### config.mk
export PLATFORM = sky130hd
export DESIGN_NAME = load_store_unit
export DESIGN_NICKNAME = d
export VERILOG_FILES = /design/src/rtl/load_store_unit_pkg.sv /design/src/rtl/load_format.sv /design/src/rtl/load_store_unit.sv
export SDC_FILE = /design/constraint.sdc
export NUM_CORES = 1
export LEC_CHECK = 0
export ABC_AREA = 1
export BUFFER_PORTS_ARGS = -buffer_cell sky130_fd_sc_hd__buf_4
export CAP_MARGIN = 20
export CORE_ASPECT_RATIO = 0.8
export CORE_MARGIN = 1.5
export CORE_UTILIZATION = 50
export DETAILED_ROUTE_END_ITERATION = 6
export GPL_ROUTABILITY_DRIVEN = 1
export GPL_TIMING_DRIVEN = 0
export PLACE_DENSITY = 0.91
export REMOVE_ABC_BUFFERS = 1
export SLEW_MARGIN = 15
export SYNTH_ARGS = -nofsm -noshare
export SYNTH_HDL_FRONTEND = slang
export SYNTH_HIERARCHICAL = 1
export SYNTH_SLANG_ARGS = --single-unit
### constraint.sdc
create_clock -name clk -period 2.29 [get_ports clk]
set_input_delay 0.5725 -clock clk [delete_from_list [all_inputs] [get_ports clk]]
set_output_delay 0.5725 -clock clk [all_outputs]
set_load 0.02 [all_outputs]
### src/rtl/load_store_unit_pkg.sv
// Shared types and func3 encodings for the memory-stage load/store unit.
package load_store_unit_pkg;

    typedef enum logic [1:0] {
        IDLE,
        REQ,
        WAIT_RD,
        DONE
    } lsu_state_e;

    localparam logic [2:0] F3_B  = 3'b000;
    localparam logic [2:0] F3_H  = 3'b001;
    localparam logic [2:0] F3_W  = 3'b010;
    localparam logic [2:0] F3_BU = 3'b100;
    localparam logic [2:0] F3_HU = 3'b101;

endpackage

### src/rtl/load_format.sv
// Selects the addressed byte/half lane of a read word and sign- or zero-extends it.
module load_format
    import load_store_unit_pkg::*;
(
    input  logic [2:0]  func3,
    input  logic [1:0]  lane,
    input  logic [31:0] rdata,
    output logic [31:0] data
);

    logic [7:0]  byte_sel;
    logic [15:0] half_sel;

    always_comb begin
        byte_sel = 8'(rdata >> {lane, 3'b000});
        half_sel = lane[1] ? rdata[31:16] : rdata[15:0];
        case (func3)
            F3_B:    data = {{24{byte_sel[7]}}, byte_sel};
            F3_BU:   data = {24'h0, byte_sel};
            F3_H:    data = {{16{half_sel[15]}}, half_sel};
            F3_HU:   data = {16'h0, half_sel};
            default: data = rdata;
        endcase
    end

endmodule

### src/rtl/load_store_unit.sv
// Memory-stage access unit: turns func3 loads/stores into byte-enabled word bus
// transactions over a req/gnt/rvalid handshake and stalls the pipeline until done.
module load_store_unit
    import load_store_unit_pkg::*;
#(
    parameter int unsigned DATA_W     = 32,
    parameter int unsigned DM_ADDRESS = 9
) (
    input  logic                  clk,
    input  logic                  reset,
    input  logic                  mem_read,
    input  logic                  mem_write,
    input  logic [DM_ADDRESS-1:0] addr,
    input  logic [DATA_W-1:0]     wr_data,
    input  logic [2:0]            func3,
    output logic [DATA_W-1:0]     rd_data,
    output logic                  stall,
    output logic                  access_err,
    output logic                  bus_req,
    output logic                  bus_we,
    output logic [DM_ADDRESS-3:0] bus_addr,
    output logic [3:0]            bus_be,
    output logic [DATA_W-1:0]     bus_wdata,
    input  logic                  bus_gnt,
    input  logic                  bus_rvalid,
    input  logic [DATA_W-1:0]     bus_rdata
);

    lsu_state_e            state_q, state_d;
    logic [DM_ADDRESS-3:0] bus_addr_q;
    logic                  bus_we_q;
    logic [3:0]            bus_be_q;
    logic [DATA_W-1:0]     bus_wdata_q;
    logic [DATA_W-1:0]     rd_data_q;
    logic [2:0]            func3_q;
    logic [1:0]            lane_q;

    logic              op_valid, is_write, illegal, misaligned, op_start;
    logic [3:0]        be_next;
    logic [DATA_W-1:0] wdata_next;
    logic [DATA_W-1:0] load_word;

    assign op_valid = mem_read | mem_write;
    assign is_write = mem_write & ~mem_read;

    always_comb begin
        illegal    = 1'b0;
        misaligned = 1'b0;
        unique case (func3)
            F3_B, F3_H, F3_W: illegal = 1'b0;
            F3_BU, F3_HU:     illegal = is_write;
            default:          illegal = 1'b1;
        endcase
        if ((func3 == F3_H || func3 == F3_HU) && addr[0]) misaligned = 1'b1;
        if (func3 == F3_W && addr[1:0] != 2'b00) misaligned = 1'b1;
    end

    assign access_err = (state_q == IDLE) & op_valid & (illegal | misaligned);
    assign op_start   = (state_q == IDLE) & op_valid & ~illegal & ~misaligned;

    // Size is func3[1:0] for every legal code, so loads share the store lane rule.
    always_comb begin
        case (func3[1:0])
            2'b00: begin
                be_next    = 4'b0001 << addr[1:0];
                wdata_next = {4{wr_data[7:0]}};
            end
            2'b01: begin
                be_next    = addr[1] ? 4'b1100 : 4'b0011;
                wdata_next = {2{wr_data[15:0]}};
            end
            default: begin
                be_next    = 4'b1111;
                wdata_next = wr_data;
            end
        endcase
    end

    always_comb begin
        state_d = state_q;
        stall   = 1'b0;
        bus_req = 1'b0;
        case (state_q)
            IDLE: begin
                if (op_start) begin
                    state_d = REQ;
                    stall   = 1'b1;
                end
            end
            REQ: begin
                bus_req = 1'b1;
                stall   = 1'b1;
                if (bus_gnt) state_d = bus_we_q ? DONE : WAIT_RD;
            end
            WAIT_RD: begin
                stall = 1'b1;
                if (bus_rvalid) state_d = DONE;
            end
            DONE:    state_d = IDLE;
            default: state_d = IDLE;
        endcase
    end

    load_format u_load_format (
        .func3 (func3_q),
        .lane  (lane_q),
        .rdata (bus_rdata),
        .data  (load_word)
    );

    always_ff @(posedge clk) begin
        if (reset) begin
            state_q     <= IDLE;
            bus_addr_q  <= '0;
            bus_we_q    <= 1'b0;
            bus_be_q    <= 4'b0000;
            bus_wdata_q <= '0;
            rd_data_q   <= '0;
            func3_q     <= 3'b000;
            lane_q      <= 2'b00;
        end else begin
            state_q <= state_d;
            if (op_start) begin
                bus_addr_q  <= addr[DM_ADDRESS-1:2];
                bus_we_q    <= is_write;
                bus_be_q    <= be_next;
                bus_wdata_q <= wdata_next;
                func3_q     <= func3;
                lane_q      <= addr[1:0];
            end else if (state_q == DONE) begin
                bus_addr_q  <= '0;
                bus_we_q    <= 1'b0;
                bus_be_q    <= 4'b0000;
                bus_wdata_q <= '0;
            end
            if (state_q == WAIT_RD && bus_rvalid) rd_data_q <= load_word;
        end
    end

    assign bus_addr  = bus_addr_q;
    assign bus_we    = bus_we_q;
    assign bus_be    = bus_be_q;
    assign bus_wdata = bus_wdata_q;
    assign rd_data   = rd_data_q;

endmodule

== Yosys cells after proc, flatten, opt, wreduce, memory -nomap -nowiden ==
Cells that the tools add are included.
Storage, ports and cells
  register bits: 83
  bits of input ports: 82
  output and inout bits: 79
  logic and storage cells: 72
Cells by class
  equal/unequal tests: 14
  shift operators: 2
  mux-type cells: 24
  bitwise gates (word level): 10
  reductions and logical operators: 14
Operator list (number)
  $pmux W32 S4: 1
  $mux W32: 2
  $pmux W32 S2: 1
  $shr A32 B5 Y8: 1
  $mux W16: 1
  $mux W7: 2
  $eq A3 B3 Y1 const B: 4
  $mux W4: 3
  $pmux W2 S4: 1
  $pmux W4 S2: 1
  $mux W1: 7
  $eq A3 B1 Y1 const B: 2
  $logic_not A3 Y1: 2
  $mux W2: 3
  $ne A2 B2 Y1 const B: 3
  $and A1 B1 Y1: 5
  $eq A2 B1 Y1 const B: 2
  $eq A2 B2 Y1 const B: 2
  $logic_not A2 Y1: 2
  $pmux W1 S2: 2
  $reduce_bool A2 Y1: 2
  $reduce_or A2 Y1: 2
  $shl A1 B2 Y4 const A: 1
  $eq A3 B2 Y1 const B: 1
  6 further kinds: 11

== Logic depth before layout (Yosys ltp) ==
  depth in word-level cells: 9
  mapped depth: 10
  depth with buffers taken out: 9

== Modules after synthesis ==
Netlist, hierarchy kept.
Modules (own cells, without submodules)
  load_store_unit: times used 1, cells an instance 460, area each 3482.1 um^2, seq. area each 1661.6 um^2
  load_format: times used 1, cells an instance 169, area each 872.1 um^2, seq. area each 0.0 um^2

== Worst setup path before layout ==
OpenSTA, ideal clock, no wires.
  path type: input-to-output
  start: input port func3[0]
  end: output port stall
  arrival time: 1.555 ns
  required time: 1.717 ns
  path slack: 0.162 ns
  cell stages on the path: 6
  buffers on the path: 1
  path through: a21oi_1 > nand2_2 > nand2_2 > nand2_2 > buf_2 > a21oi_1
On the way
  longest elaborated chain between the ends: 9
  elaborated cells between the ends (all ways): 19
  those cells by class: eq/ne: 4; mux: 5; bitwise: 4; reduce/logical: 6
RTL lines
  from (decl): RTL line load_store_unit.sv:15  | input logic [2:0] func3,
  branches (longest 6 deep; another with $eq A3 B1 Y1)
  $and A1 B1 Y1 (*): RTL line load_store_unit.sv:59  | assign op_start = (state_q == IDLE) & op_valid & ~illegal & ~misaligned;
  $mux W1 (*): RTL line load_store_unit.sv:85  | if (op_start) begin
  $pmux W1 S2 (*): RTL line load_store_unit.sv:83  | case (state_q)
  to (decl): RTL line load_store_unit.sv:17  | output logic stall,
Mark *: on every way between the ends.

== Worst setup path after layout ==
  start: input port func3[1]
  end: output port stall
Same word-level chain as after synthesis.

==> flow_metrics.py <==
metrics = {
    "yosys": {
        "synth_seq_cells": 83,
        "synth.distinct_cells": 28,
        "synth_area_mm2": 0.00435,
        "synth_edf_count": 0,
        "ys.flop_type": "dfxtp_1",
        "synth_most_common_cell": "nand2_1",
        "yosysSeqAreaShare_pct": 38.2,
        "synth_warnings": 6,
        "yosys.area.top_type": "dfxtp_1",
        "synth_area_per_cell_um2": 6.92,
        "async_flop_share_pct": 0,
        "synthTopCellsByCount": "nand2_1, nor2_1, dfxtp_1",
        "synth.area.top_cells": "dfxtp_1, nand3_1, nand2_1, nor2_1, a21oi_1",
        "synth_cells": 629,
        "yosys.area.top_type_share_pct": 38.2,
    },
    "timing": {
        "finalMaxSlewViolations": 0,
        "fmax_mhz": 427,
        "clock_skew_ns": 0.0127,
        "worstMarginPinSlew_ns": 0.951,
        "rsz0062_at_grt": "true",
        "setup_ws_ns": -0.0530,
        "maxSlewHeadroom_pct": 36.5,
        "fin_crit_ns": 2.34,
        "hold_violations": 0,
        "setup_viol": 2,
        "post-route-period-util_pct": 102,
    },
    "final_layout": {
        "area_growth_pct": 34.7,
        "fin_area_mm2": 0.00586,
        "num_antenna_cells": 0,
        "drive_gt1_share_pct": 31.8,
        "fillers": 701,
        "fin_cells": 889,
        "nets": 858,
    },
    "clock_network": {
        "cts_sinks": 83,
        "root_buffer": "clkbuf_8",
        "cts_max_level": 3,
        "clock_path_buffers": 2,
        "cts_tree": "built",
        "postCtsHoldBufs": 0,
        "clkLatencyLatePin_ns": 0.36,
        "cts_buffers": 9,
        "clkTransAtPathRegs_ns": 0.08,
    },
    "worst_setup_path": {
        "cp-start-kind": "input port",
        "critPathSlowestCell": "nand2_8",
        "path_class": "in2out",
        "critical_path.max_stage_delay_ns": 0.21,
        "arrival_ns": 1.77,
        "critPathMaxFanout": 20,
        "crit_buf_inv": 2,
        "path_cells": "buf_4, a21oi_1, nand2_2, nand2_8, nand2_8, a21oi_2, buf_4",
        "crit_family": "simple AND/OR/NAND/NOR gates",
        "cp.required_ns": 1.72,
        "end_kind": "output port",
    },
    "place": {
        "gp_congestion": 0.943,
        "placed_cell_area_mm2": 0.00550,
        "io_buffer_count": 160,
        "place_inst": 861,
        "place_ws_ns": -0.699,
        "place_hpwl_mm": 9.02,
    },
    "status": {
        "violations": "setup timing",
        "outcome": "finished, violations left",
    },
    "global_route": {
        "grt_remaining_overflow": 0,
        "grt_antenna_before_repair": 0,
        "grt_max_degree": 50,
        "grt_pass1_vias": 4340,
        "groute.usage.overall_pct": 27.7,
        "grt_pass1_wl_mm": 20.6,
    },
    "detailed_routing": {
        "finalWirelength_mm": 13.9,
        "wire_per_inst_um": 15.6,
        "drt-initial-drc-count": 399,
        "firstDrtPassIters": 5,
        "via_per_inst": 5.54,
        "vias": 4924,
        "antenna_left": 0,
        "drc": 0,
    },
    "floorplanning": {
        "die-area_mm2": 0.00928,
        "fp-row-count": 30,
        "die_x_um": 107,
        "core_area_mm2": 0.00848,
        "fp.dieH_um": 86.5,
        "pin_count": 161,
        "initial_utilization_pct": 51.3,
    },
    "power": {
        "p_per_area_mw_per_mm2": 895,
        "vdd_drop_max_v": 0.000589,
        "p_leak_uw": 0.00272,
    },
    "min_path": {
        "hold_class": "in2reg",
    },
    "flow_run": {
        "maxCapViolCount": 0,
    },
}
[power by group]
| part | total (µW) | switching (µW) | internal [µW] |
|---|---|---|---|
| clock | 1120 | 579 | 545 |
| sequential | 1870 | 179 | 1690 |
| combinational | 2250 | 1360 | 893 |
| total | 5250 | 2110 | 3130 |
[through the flow]
stage | total power, µW | utilization (%) | hold slack, ns | TNS, ns
after floorplan | 3110 | - | 0.494 | -0.208
after global placement | 3840 | 64.5 | 0.465 | -8.59
after detailed placement | 3930 | 64.8 | 0.473 | -15.65
after CTS | 5110 | 68.0 | 0.464 | -0.125
after global routing | 5540 | 69.1 | 0.480 | -0.214
final | 5250 | 69.1 | 0.472 | -0.0921
[kinds of logic after synthesis]
family | synth area share (%)
DFF | 38.2
adders and majority gates | 1.15
AOI/OAI and AO/OA | 16.3
buffers and inverters | 9.22
and+or+nand+nor | 35.2
[registers in the layout, indices dropped and copies added (netlist names)]
register,flops
bus_wdata,32
rd_data,32
state_q,2
bus_be,4
lane_q,2
bus_addr,7
func3_q,3
bus_we,1
[tightest hold or removal path: stages]
cell	delay (ns)
buf_4	0.11
nand2_1	0.05
a21oi_1	0.05
[per-layer routing]
metal	wire (µm)	part of all wire, %	vias to the layer above	GRT usage, %
li1	-	-	2379	-
met1	5730	41	2220	37.1
met2	6420	46	273	43.5
met3	1120	8.1	52	5.19
met4	579	4.2	0	13.0
met5	0	0	-	0
[what timing repair did]
item / 4_1_cts / 5_1_grt
cloned: 1 / 3
pin swaps: 0 / 2
setup endpoints to repair: 85 / 51
setup buffers: 2 / 6
resized for setup: 12 / 7
[cell usage in the layout, fill, tap and decap left out]
| cell type | n |
|---|---|
| o211ai_1 | 2 |
| clkinv_1 | 1 |
| nand3_2 | 20 |
| nor2_1 | 97 |
| dfxtp_2 | 3 |
| o21ai_0 | 49 |
| ha_2 | 1 |
| bufinv_16 | 1 |
| clkbuf_8 | 10 |
| ha_1 | 3 |
| o22ai_1 | 1 |
| a21oi_4 | 2 |
| clkinvlp_4 | 5 |
| o21ai_1 | 1 |
| nand2_1 | 107 |
| nand2_4 | 3 |
| or2_2 | 11 |
| nand2_8 | 2 |
| inv_1 | 39 |
| a21oi_2 | 2 |
| and2_4 | 1 |
| buf_6 | 2 |
| dfxtp_4 | 1 |
| dfxtp_1 | 79 |
| nor3_1 | 1 |
| nand3_1 | 82 |
| inv_8 | 1 |
| o2111ai_1 | 16 |
| nand2_2 | 4 |
| nor3_2 | 1 |
| buf_4 | 166 |
| inv_2 | 6 |
| a21oi_1 | 52 |
| nor2_2 | 3 |
| inv_6 | 1 |
| buf_16 | 1 |
[cell type report]
type                    instances  area [µm²]  area share (%)
multi-input cells             461        2360            40.3
flip-flops and latches         83        1670            28.5
repair buffers                169        1300            22.1
inverters                      47         180            3.07
well taps                     112         140            2.39
clock buffers                  10         138            2.35
clock inverters                 6        72.6            1.24
repair inverters                1        7.51           0.128
[worst paths after layout]
kind	from	end	slack, ns	depth (start not counted)
worst max-delay path	func3[1]	stall	-0.05	7
worst min-delay path	addr[3]	bus_addr[1]$_SDFFE_PP0P_	0.47	3
worst max register to register	state_q[0]$_SDFFE_PP0P_	bus_be[2]$_SDFFE_PP0P_	0.11	9
worst min register to register	bus_be[3]$_SDFFE_PP0P_	bus_be[3]$_SDFFE_PP0P_	0.48	2
Note: power is estimated with default switching activity, not from simulation.
